--- config.mk ---
export PLATFORM = sky130hd
export DESIGN_NAME = scancode_tx
export DESIGN_NICKNAME = d
export VERILOG_FILES = /design/src/rtl/ps2_pkg.sv /design/src/rtl/gap_timer.sv /design/src/rtl/scancode_tx.sv
export SDC_FILE = /design/constraint.sdc
export NUM_CORES = 1
export LEC_CHECK = 0
export CORE_ASPECT_RATIO = 0.8
export CORE_MARGIN = 2
export CORE_UTILIZATION = 51
export CTS_BUF_LIST = sky130_fd_sc_hd__clkbuf_16
export CTS_CLUSTER_DIAMETER = 50
export DETAILED_ROUTE_END_ITERATION = 12
export GPL_TIMING_DRIVEN = 0
export PLACE_DENSITY_LB_ADDON = 0.1
export REMOVE_ABC_BUFFERS = 1
export SYNTH_ARGS = -nofsm -noshare
export SYNTH_HDL_FRONTEND = slang
export SYNTH_SLANG_ARGS = --single-unit
--- constraint.sdc ---
create_clock -name clk -period 6 [get_ports clk]
set_clock_uncertainty 0.05 [all_clocks]
set_input_delay 0.9 -clock clk [delete_from_list [all_inputs] [get_ports clk]]
set_output_delay 0.9 -clock clk [all_outputs]
set_load 0.1 [all_outputs]
--- src/rtl/ps2_pkg.sv ---
// Shared PS/2 Set-2 constants, key-code type and scan-code transmitter state encoding.
package ps2_pkg;

    localparam logic [7:0] E0           = 8'hE0;
    localparam logic [7:0] F0           = 8'hF0;
    localparam logic [7:0] MAX_NOR_CODE = 8'd131;

    typedef logic [8:0] keycode_t;

    typedef enum logic [2:0] {
        ST_IDLE      = 3'd0,
        ST_SEND_E0   = 3'd1,
        ST_GAP_E0    = 3'd2,
        ST_SEND_F0   = 3'd3,
        ST_GAP_F0    = 3'd4,
        ST_SEND_CODE = 3'd5,
        ST_GAP_CODE  = 3'd6
    } tx_state_t;

    function automatic logic code_valid(input logic [7:0] code);
        return (code != 8'h00) && (code <= MAX_NOR_CODE);
    endfunction

endpackage

--- src/rtl/gap_timer.sv ---
// Loadable down-counter that parks at zero; o_zero marks the end of an inter-byte gap.
module gap_timer #(
    parameter int W = 5
) (
    input  logic         clk,
    input  logic         resetN,
    input  logic         i_load,
    input  logic [W-1:0] i_load_val,
    output logic         o_zero
);

    logic [W-1:0] r_cnt;

    always_ff @(posedge clk or negedge resetN) begin
        if (!resetN) begin
            r_cnt <= '0;
        end else if (i_load) begin
            r_cnt <= i_load_val;
        end else if (r_cnt != '0) begin
            r_cnt <= r_cnt - 1'b1;
        end
    end

    assign o_zero = (r_cnt == '0);

endmodule

--- src/rtl/scancode_tx.sv ---
// Turns make/break key events into the PS/2 Set-2 byte stream ([E0] [F0] code),
// pacing bytes with an idle gap and a ready/strobe handshake to the serializer.
module scancode_tx
    import ps2_pkg::*;
#(
    parameter int GAP_CYCLES = 16
) (
    input  logic       clk,
    input  logic       resetN,
    input  logic [8:0] keyCode,
    input  logic       make,
    input  logic       brake,
    input  logic       dout_ready,
    output logic [7:0] dout,
    output logic       dout_new,
    output logic       busy,
    output logic       err,
    output logic [2:0] o_dbg_state
);

    localparam int CW = $clog2(GAP_CYCLES + 1);

    // Handshake: a byte moves only in a SEND state on a cycle where dout_ready=1;
    // dout_new is then high for exactly the following cycle, and dout keeps the
    // last byte afterwards. Events are taken only while IDLE; anything else pulses err.

    tx_state_t r_state;
    tx_state_t w_next_state;
    logic      r_ext;
    logic      r_brk;
    logic [7:0] r_code;

    logic          w_accept;
    logic          w_reject;
    logic          w_fire;
    logic [7:0]    w_byte;
    logic          w_load;
    logic [CW-1:0] w_load_val;
    logic          w_zero;

    assign w_accept = (r_state == ST_IDLE) && (make ^ brake) && code_valid(keyCode[7:0]);
    assign w_reject = (make | brake) && !w_accept;

    gap_timer #(.W(CW)) u_gap (
        .clk        (clk),
        .resetN     (resetN),
        .i_load     (w_load),
        .i_load_val (w_load_val),
        .o_zero     (w_zero)
    );

    always_comb begin
        w_next_state = r_state;
        w_fire       = 1'b0;
        w_byte       = r_code;
        w_load       = 1'b0;
        w_load_val   = CW'(GAP_CYCLES - 1);
        case (r_state)
            ST_IDLE: begin
                if (w_accept) begin
                    if (keyCode[8])  w_next_state = ST_SEND_E0;
                    else if (brake)  w_next_state = ST_SEND_F0;
                    else             w_next_state = ST_SEND_CODE;
                end
            end
            ST_SEND_E0: begin
                if (dout_ready) begin
                    w_fire       = 1'b1;
                    w_byte       = E0;
                    w_load       = 1'b1;
                    w_next_state = ST_GAP_E0;
                end
            end
            ST_GAP_E0: begin
                if (w_zero) w_next_state = r_brk ? ST_SEND_F0 : ST_SEND_CODE;
            end
            ST_SEND_F0: begin
                if (dout_ready) begin
                    w_fire       = 1'b1;
                    w_byte       = F0;
                    w_load       = 1'b1;
                    w_next_state = ST_GAP_F0;
                end
            end
            ST_GAP_F0: begin
                if (w_zero) w_next_state = ST_SEND_CODE;
            end
            ST_SEND_CODE: begin
                if (dout_ready) begin
                    w_fire       = 1'b1;
                    w_byte       = r_code;
                    w_load       = 1'b1;
                    // Trailing gap is one longer so busy drops GAP_CYCLES+1 after the last byte.
                    w_load_val   = CW'(GAP_CYCLES);
                    w_next_state = ST_GAP_CODE;
                end
            end
            ST_GAP_CODE: begin
                if (w_zero) w_next_state = ST_IDLE;
            end
            default: w_next_state = ST_IDLE;
        endcase
    end

    always_ff @(posedge clk or negedge resetN) begin
        if (!resetN) begin
            r_state  <= ST_IDLE;
            r_ext    <= 1'b0;
            r_brk    <= 1'b0;
            r_code   <= 8'h00;
            dout     <= 8'h00;
            dout_new <= 1'b0;
            busy     <= 1'b0;
            err      <= 1'b0;
        end else begin
            r_state  <= w_next_state;
            dout_new <= w_fire;
            err      <= w_reject;
            busy     <= (w_next_state != ST_IDLE);
            if (w_fire) dout <= w_byte;
            if (w_accept) begin
                r_ext  <= keyCode[8];
                r_brk  <= brake;
                r_code <= keyCode[7:0];
            end
        end
    end

    assign o_dbg_state = r_state;

endmodule

==> run_results.csv, run 1 <==
group,metric,value,unit
run_status,status,"complete, no violations",
worst_setup_path,cp.depth,6,
worst_setup_path,worstPathArrival,3.22,ns
clock_tree,cts-resized-gates,0,
drt,dr.pass1.iters,4,
sta,timing.final.crit_share,0.520,
die,dieArea,3010,µm²
clock_tree,cts.sinks,28,
global_route,grt_pass1_wl,4510,µm
yosys,synth_cell_types,29,
final_layout,drive_gt1_frac,0.105,
drt,vias_per_cell,5.43,
yosys,synth_commonest_cells,"28 x dfrtp_1, 13 x a21oi_1, 12 x nand2_1, 12 x nor2_1, 9 x nand2b_1",
drt,ant_nets,0,
flow_run,max_cap_viol_count,0,
worst_setup_path,rrSetupSlack,3.65,ns
yosys,synthCells,125,
die,row_count,16,
global_route,gr-total-overflow,0,
yosys,synth.most_common_cell,"dfrtp_1",
yosys,syn_area,1320,µm²
place,dp_hpwl,1870,µm
yosys,synth.avg_cell_area,10.6,µm²
yosys,ys.flop_type,"dfrtp_1",
die,start_util,0.540,
yosys,synthTopCellsByArea,"dfrtp_1 53%, mux2_2 6.8%, a21oi_1 4.9%",
yosys,synth_top_area_frac,0.531,
worst_setup_path,reg2reg_from,"o_dbg_state[1]",
final_layout,layout.nets,170,
drt,wl,2690,µm
drt,via_count,1020,
min_path,worstHoldStart,"r_code[0]",
place,io_buffers,27,
clock_tree,insertion_delay,0.26,ns
min_path,hold_class,"flip-flop to flip-flop",
worst_setup_path,startpoint_type,"input port",
drt,drc,0,
clock_tree,h-tree-depth,1,
worst_setup_path,slowest_delay,0.55,ns
yosys,synth_edf_count,0,
yosys,yosysWarnings,0,
worst_setup_path,end_kind,"flip-flop",
final_layout,n_antenna_cell,0,
yosys,yosysSeqAreaShare,0.531,
worst_setup_path,cp.required,6.10,ns
clock_tree,cts_buffers,3,
final_layout,post-route-util,0.690,
sta,finalMaxSlewViolations,0,
min_path,holdPathStages,1,
worst_setup_path,r2r_cells,3,
final_layout,area_delta_synth_final,27.8,%
clock_tree,cts_setup_buffers,0,
drt,drt_iter0_markers,26,
die,die_x,60.9,µm
die,fp.coreArea,2440,µm²
yosys,ys_seq_elements,28,
sta,worst_pin_slew,0.972,ns
worst_setup_path,crit_buf_inv,2,
place,gp_congestion,0.736,
global_route,antenna_found_initial,0,
global_route,grt_util_all_layers,0.204,
die,die_y,49.5,µm
yosys,async_flop_share,1.00,
worst_setup_path,critPathSlowestCell,"o211a_1",
yosys,yosys.area.top_type,"dfrtp_1",
drt,avgRoutedWirePerCell,14.3,µm
clock_tree,ctsHoldBuffers,0,
global_route,grt_max_degree,29,
sta,rsz0062_at_grt,"false",
sta,min_period,3.12,ns
sta,hold_viol,0,
worst_setup_path,crit_chain,"clkdlybuf4s50_1 > inv_1 > ha_1 > nor4b_1 > o211a_1 > mux2_2",
clock_tree,clk_pin_slew_worst_paths,0.06,ns
sta,setup_tns,0,ns
sta,finalSetupViolCount,0,
min_path,hold_end,"r_code[0]",
clock_tree,ctsLongestPathBuffers,2,
worst_setup_path,r2r_end,"r_code[1]",
die,io_pins,28,
global_route,grt_pass1_vias,1004,
worst_setup_path,critPathKind,"input port to flip-flop",
clock_tree,cts_tree,"done",
worst_setup_path,crit_fanout,12,
sta,max_freq,321,MHz
worst_setup_path,critical_path.top_delay_family,"buffers and inverters",
sta,relSlewSlack,0.350,
clock_tree,root_buffer,"clkbuf_16",
## how the worst max path moves through the flow
stage	start	end	slack (ns)
after detailed placement	brake	r_code[2]	2.62
after floorplan	keyCode[2]	o_dbg_state[2]	3.30
after global placement	brake	r_code[3]	2.68
after CTS	brake	r_code[2]	2.89
final	brake	r_code[1]	2.88
after global routing	brake	r_code[1]	2.75
## layout make-up
class | instances | area, µm²
fill | 205 | 757
sequential | 28 | 701
multi-input combinational | 89 | 581
timing repair buffer | 27 | 265
clock buffer | 3 | 75.1
tap | 36 | 45.0
inverter | 4 | 15.0
clock inverter | 1 | 3.75
## logic make-up (layout without fill, tap and decap cells)
kind of cell    after synthesis  after routing  synth area share
compound gates               32             32             0.151
fa+ha+maj                     3              3            0.0285
xor+xnor                      3              3            0.0199
mux                           8              8            0.0683
buf+inv                       8             35            0.0285
simple gates                 43             43             0.173
flops                        28             28             0.531
## placed cells by master, fill, tap and decap left out, types with 3 or more instances in the layout
cell and n:
dfrtp_1 28, clkdlybuf4s50_1 26, a21oi_1 13, nor2_1 12, nand2_1 12, nand2b_1 9, o21ai_0 8, mux2_2 8
inv_1 4, xnor2_1 3, o31ai_1 3, ha_1 3, clkbuf_16 3
## metal layers
| metal | track usage | up-vias | share of wire | wire length (µm) |
|---|---|---|---|---|
| li1 | - | 495 | - | - |
| met1 | 0.270 | 493 | 0.46 | 1230 |
| met2 | 0.324 | 30 | 0.48 | 1290 |
| met3 | 0.0551 | 2 | 0.056 | 151 |
| met4 | 0.0616 | 0 | 0.0071 | 19 |
| met5 | 0 | - | 0 | 0 |
## worst register-to-register path, delay by kind of cell, from the launching register on
family,cells,cell delay [ns]
AND/OR/NAND/NOR,1,0.69
multiplexers,1,0.39
flip-flops,1,0.57
AO/OA/AOI/OAI,1,0.55
## metrics by stage
| stage | hold slack [ns] | instance area [µm²] | std cells | setup WS (ns) |
|---|---|---|---|---|
| 2_1_floorplan | 0.416 | 1300 | 121 | 3.30 |
| 3_3_place_gp | 0.434 | 1610 | 184 | 2.68 |
| 3_5_place_dp | 0.435 | 1610 | 184 | 2.62 |
| 4_1_cts | 0.452 | 1690 | 188 | 2.89 |
| 5_1_grt | 0.478 | 1690 | 188 | 2.75 |
| 6_report | 0.449 | 1690 | 188 | 2.88 |
## registers in the layout, summed over array words and instances, names as in the netlist
| signal | cells |
|---|---|
| dout | 8 |
| r_code | 8 |
| u_gap.r_cnt | 5 |
| o_dbg_state | 3 |
| busy | 1 |
| dout_new | 1 |
| err | 1 |
| r_brk | 1 |
Power of run 1 is left out: the tool's default activity adds up to more than one toggle a clock period on the data nets, which glitch-free logic cannot reach.
==> run 2: changes to the inputs <==
--- a/config.mk
+++ b/config.mk
@@ -7,7 +7,7 @@
 export LEC_CHECK = 0
 export CORE_ASPECT_RATIO = 0.8
 export CORE_MARGIN = 2
-export CORE_UTILIZATION = 51
+export CORE_UTILIZATION = 45
 export CTS_BUF_LIST = sky130_fd_sc_hd__clkbuf_16
 export CTS_CLUSTER_DIAMETER = 50
 export DETAILED_ROUTE_END_ITERATION = 12
==> constraint.sdc (replaced) <==
create_clock -name clk -period 2.8 [get_ports clk]
set_clock_uncertainty 0.05 [all_clocks]
set_input_delay 0.42 -clock clk [delete_from_list [all_inputs] [get_ports clk]]
set_output_delay 0.42 -clock clk [all_outputs]
set_load 0.1 [all_outputs]
==> run 2 against run 1 <==
Against the previous run: sequential share of layout area down 0.70 points; register-to-register slack worse by 3.2 ns; critical path depth unchanged; die area up 12%; core utilization down 7.0 points; non-clock buffer count unchanged; largest cell class unchanged; cell count up 1.1%; global-route usage down 1.1 points; sequential cell count unchanged; first-iteration DRC count down 15%.
==> run_results.csv, run 2 (synthesized netlist as in run 1, its figures left out) <==
group,metric,value,unit
sta,relSlewSlack,0.344,
die,row_count,17,
worst_setup_path,worstPathArrival,2.74,ns
global_route,grt_max_degree,29,
place,io_buffers,27,
clock_tree,cts_setup_buffers,0,
sta,finalSetupViolCount,0,
worst_setup_path,crit_buf_inv,2,
drt,ant_nets,0,
sta,timing.final.crit_share,0.942,
final_layout,layout_commonest_cell,"dfrtp_1",
worst_setup_path,crit_fanout,12,
die,die_x,64.5,µm
place,dp_hpwl,1960,µm
sta,setup_tns,0,ns
clock_tree,clk_pin_slew_worst_paths,0.07,ns
place,gp_congestion,0.711,
worst_setup_path,r2r_cells,3,
die,start_util,0.477,
die,dieArea,3380,µm²
drt,via_count,1021,
worst_setup_path,end_kind,"flip-flop",
clock_tree,ctsLongestPathBuffers,2,
worst_setup_path,startpoint_type,"input port",
sta,rsz0062_at_grt,"false",
clock_tree,ctsHoldBuffers,0,
clock_tree,insertion_delay,0.26,ns
run_status,status,"complete, no violations",
drt,dr.pass1.iters,4,
die,fp.coreArea,2770,µm²
flow_run,max_cap_viol_count,0,
die,io_pins,28,
sta,hold_viol,0,
drt,drt_iter0_markers,22,
final_layout,largestRegisters,"dout: 8 flops, r_code: 8 flops, u_gap.r_cnt: 5 flops",
drt,drc,0,
sta,finalMaxSlewViolations,0,
final_layout,final_cell_mix,"28 x dfrtp_1, 26 x clkdlybuf4s50_1, 13 x a21oi_1",
global_route,grt_pass1_wl,4860,µm
clock_tree,h-tree-depth,1,
final_layout,layout.nets,170,
worst_setup_path,reg2reg_from,"o_dbg_state[1]",
clock_tree,root_buffer,"clkbuf_16",
die,die_y,52.4,µm
worst_setup_path,cp.required,2.90,ns
final_layout,area_delta_synth_final,30.0,%
worst_setup_path,r2r_end,"r_code[5]",
drt,wl,2760,µm
sta,worst_pin_slew,0.981,ns
worst_setup_path,critPathKind,"input port to flip-flop",
sta,min_period,2.64,ns
global_route,antenna_found_initial,0,
worst_setup_path,rrSetupSlack,0.49,ns
global_route,gr-total-overflow,0,
worst_setup_path,critPathSlowestCell,"o211a_1",
clock_tree,cts.sinks,28,
drt,avgRoutedWirePerCell,14.5,µm
global_route,grt_util_all_layers,0.192,
worst_setup_path,crit_chain,"clkdlybuf4s50_1 > inv_1 > ha_1 > nor4b_1 > o211a_1 > mux2_2",
worst_setup_path,critical_path.top_delay_family,"buffers and inverters",
worst_setup_path,slowest_delay,0.56,ns
sta,max_freq,379,MHz
clock_tree,cts_buffers,3,
min_path,hold_class,"input port to asynchronous set/reset pin",
final_layout,drive_gt1_frac,0.112,
drt,vias_per_cell,5.37,
clock_tree,cts-resized-gates,0,
global_route,grt_pass1_vias,1053,
final_layout,n_antenna_cell,0,
clock_tree,cts_tree,"done",
-- run 2: per-layer routing --
layer	track usage	wire, µm
met4	0.0532	14
met1	0.235	1250
met5	0	0
met3	0.0516	141
met2	0.339	1350
-- run 2: worst max path at each step --
stage / cells after the start / endpoint / slack [ns] / from
3_5_place_dp: 6 / r_code[5] / -0.08 / brake
3_3_place_gp: 6 / r_code[2] / -0.06 / brake
4_1_cts: 6 / r_code[5] / 0.16 / brake
2_1_floorplan: 3 / r_brk / 0.35 / o_dbg_state[1]
6_report: 6 / r_code[5] / 0.16 / brake
5_1_grt: 6 / r_code[3] / 0.007 / brake
-- run 2: layout make-up --
class | count | area (µm²)
Sequential cell | 28 | 701
Clock inverter | 1 | 30.0
Inverter | 4 | 15.0
Clock buffer | 3 | 75.1
Tap cell | 38 | 47.5
Timing Repair Buffer | 27 | 265
Fill cell | 254 | 1050
Multi-Input combinational cell | 89 | 581
-- run 2: through the flow --
stage               std cells  hold WS (ns)  setup slack, ns  instance area [µm²]   util
global route              190         0.182          0.00711                 1710  0.620
global placement          186         0.444          -0.0622                 1610  0.584
finish                    190         0.124            0.162                 1710  0.620
CTS                       190         0.463            0.162                 1720  0.622
detailed placement        186         0.446          -0.0840                 1610  0.584
floorplan                 121        0.0744            0.354                 1300      -
Power of run 2 is left out for the same reason.
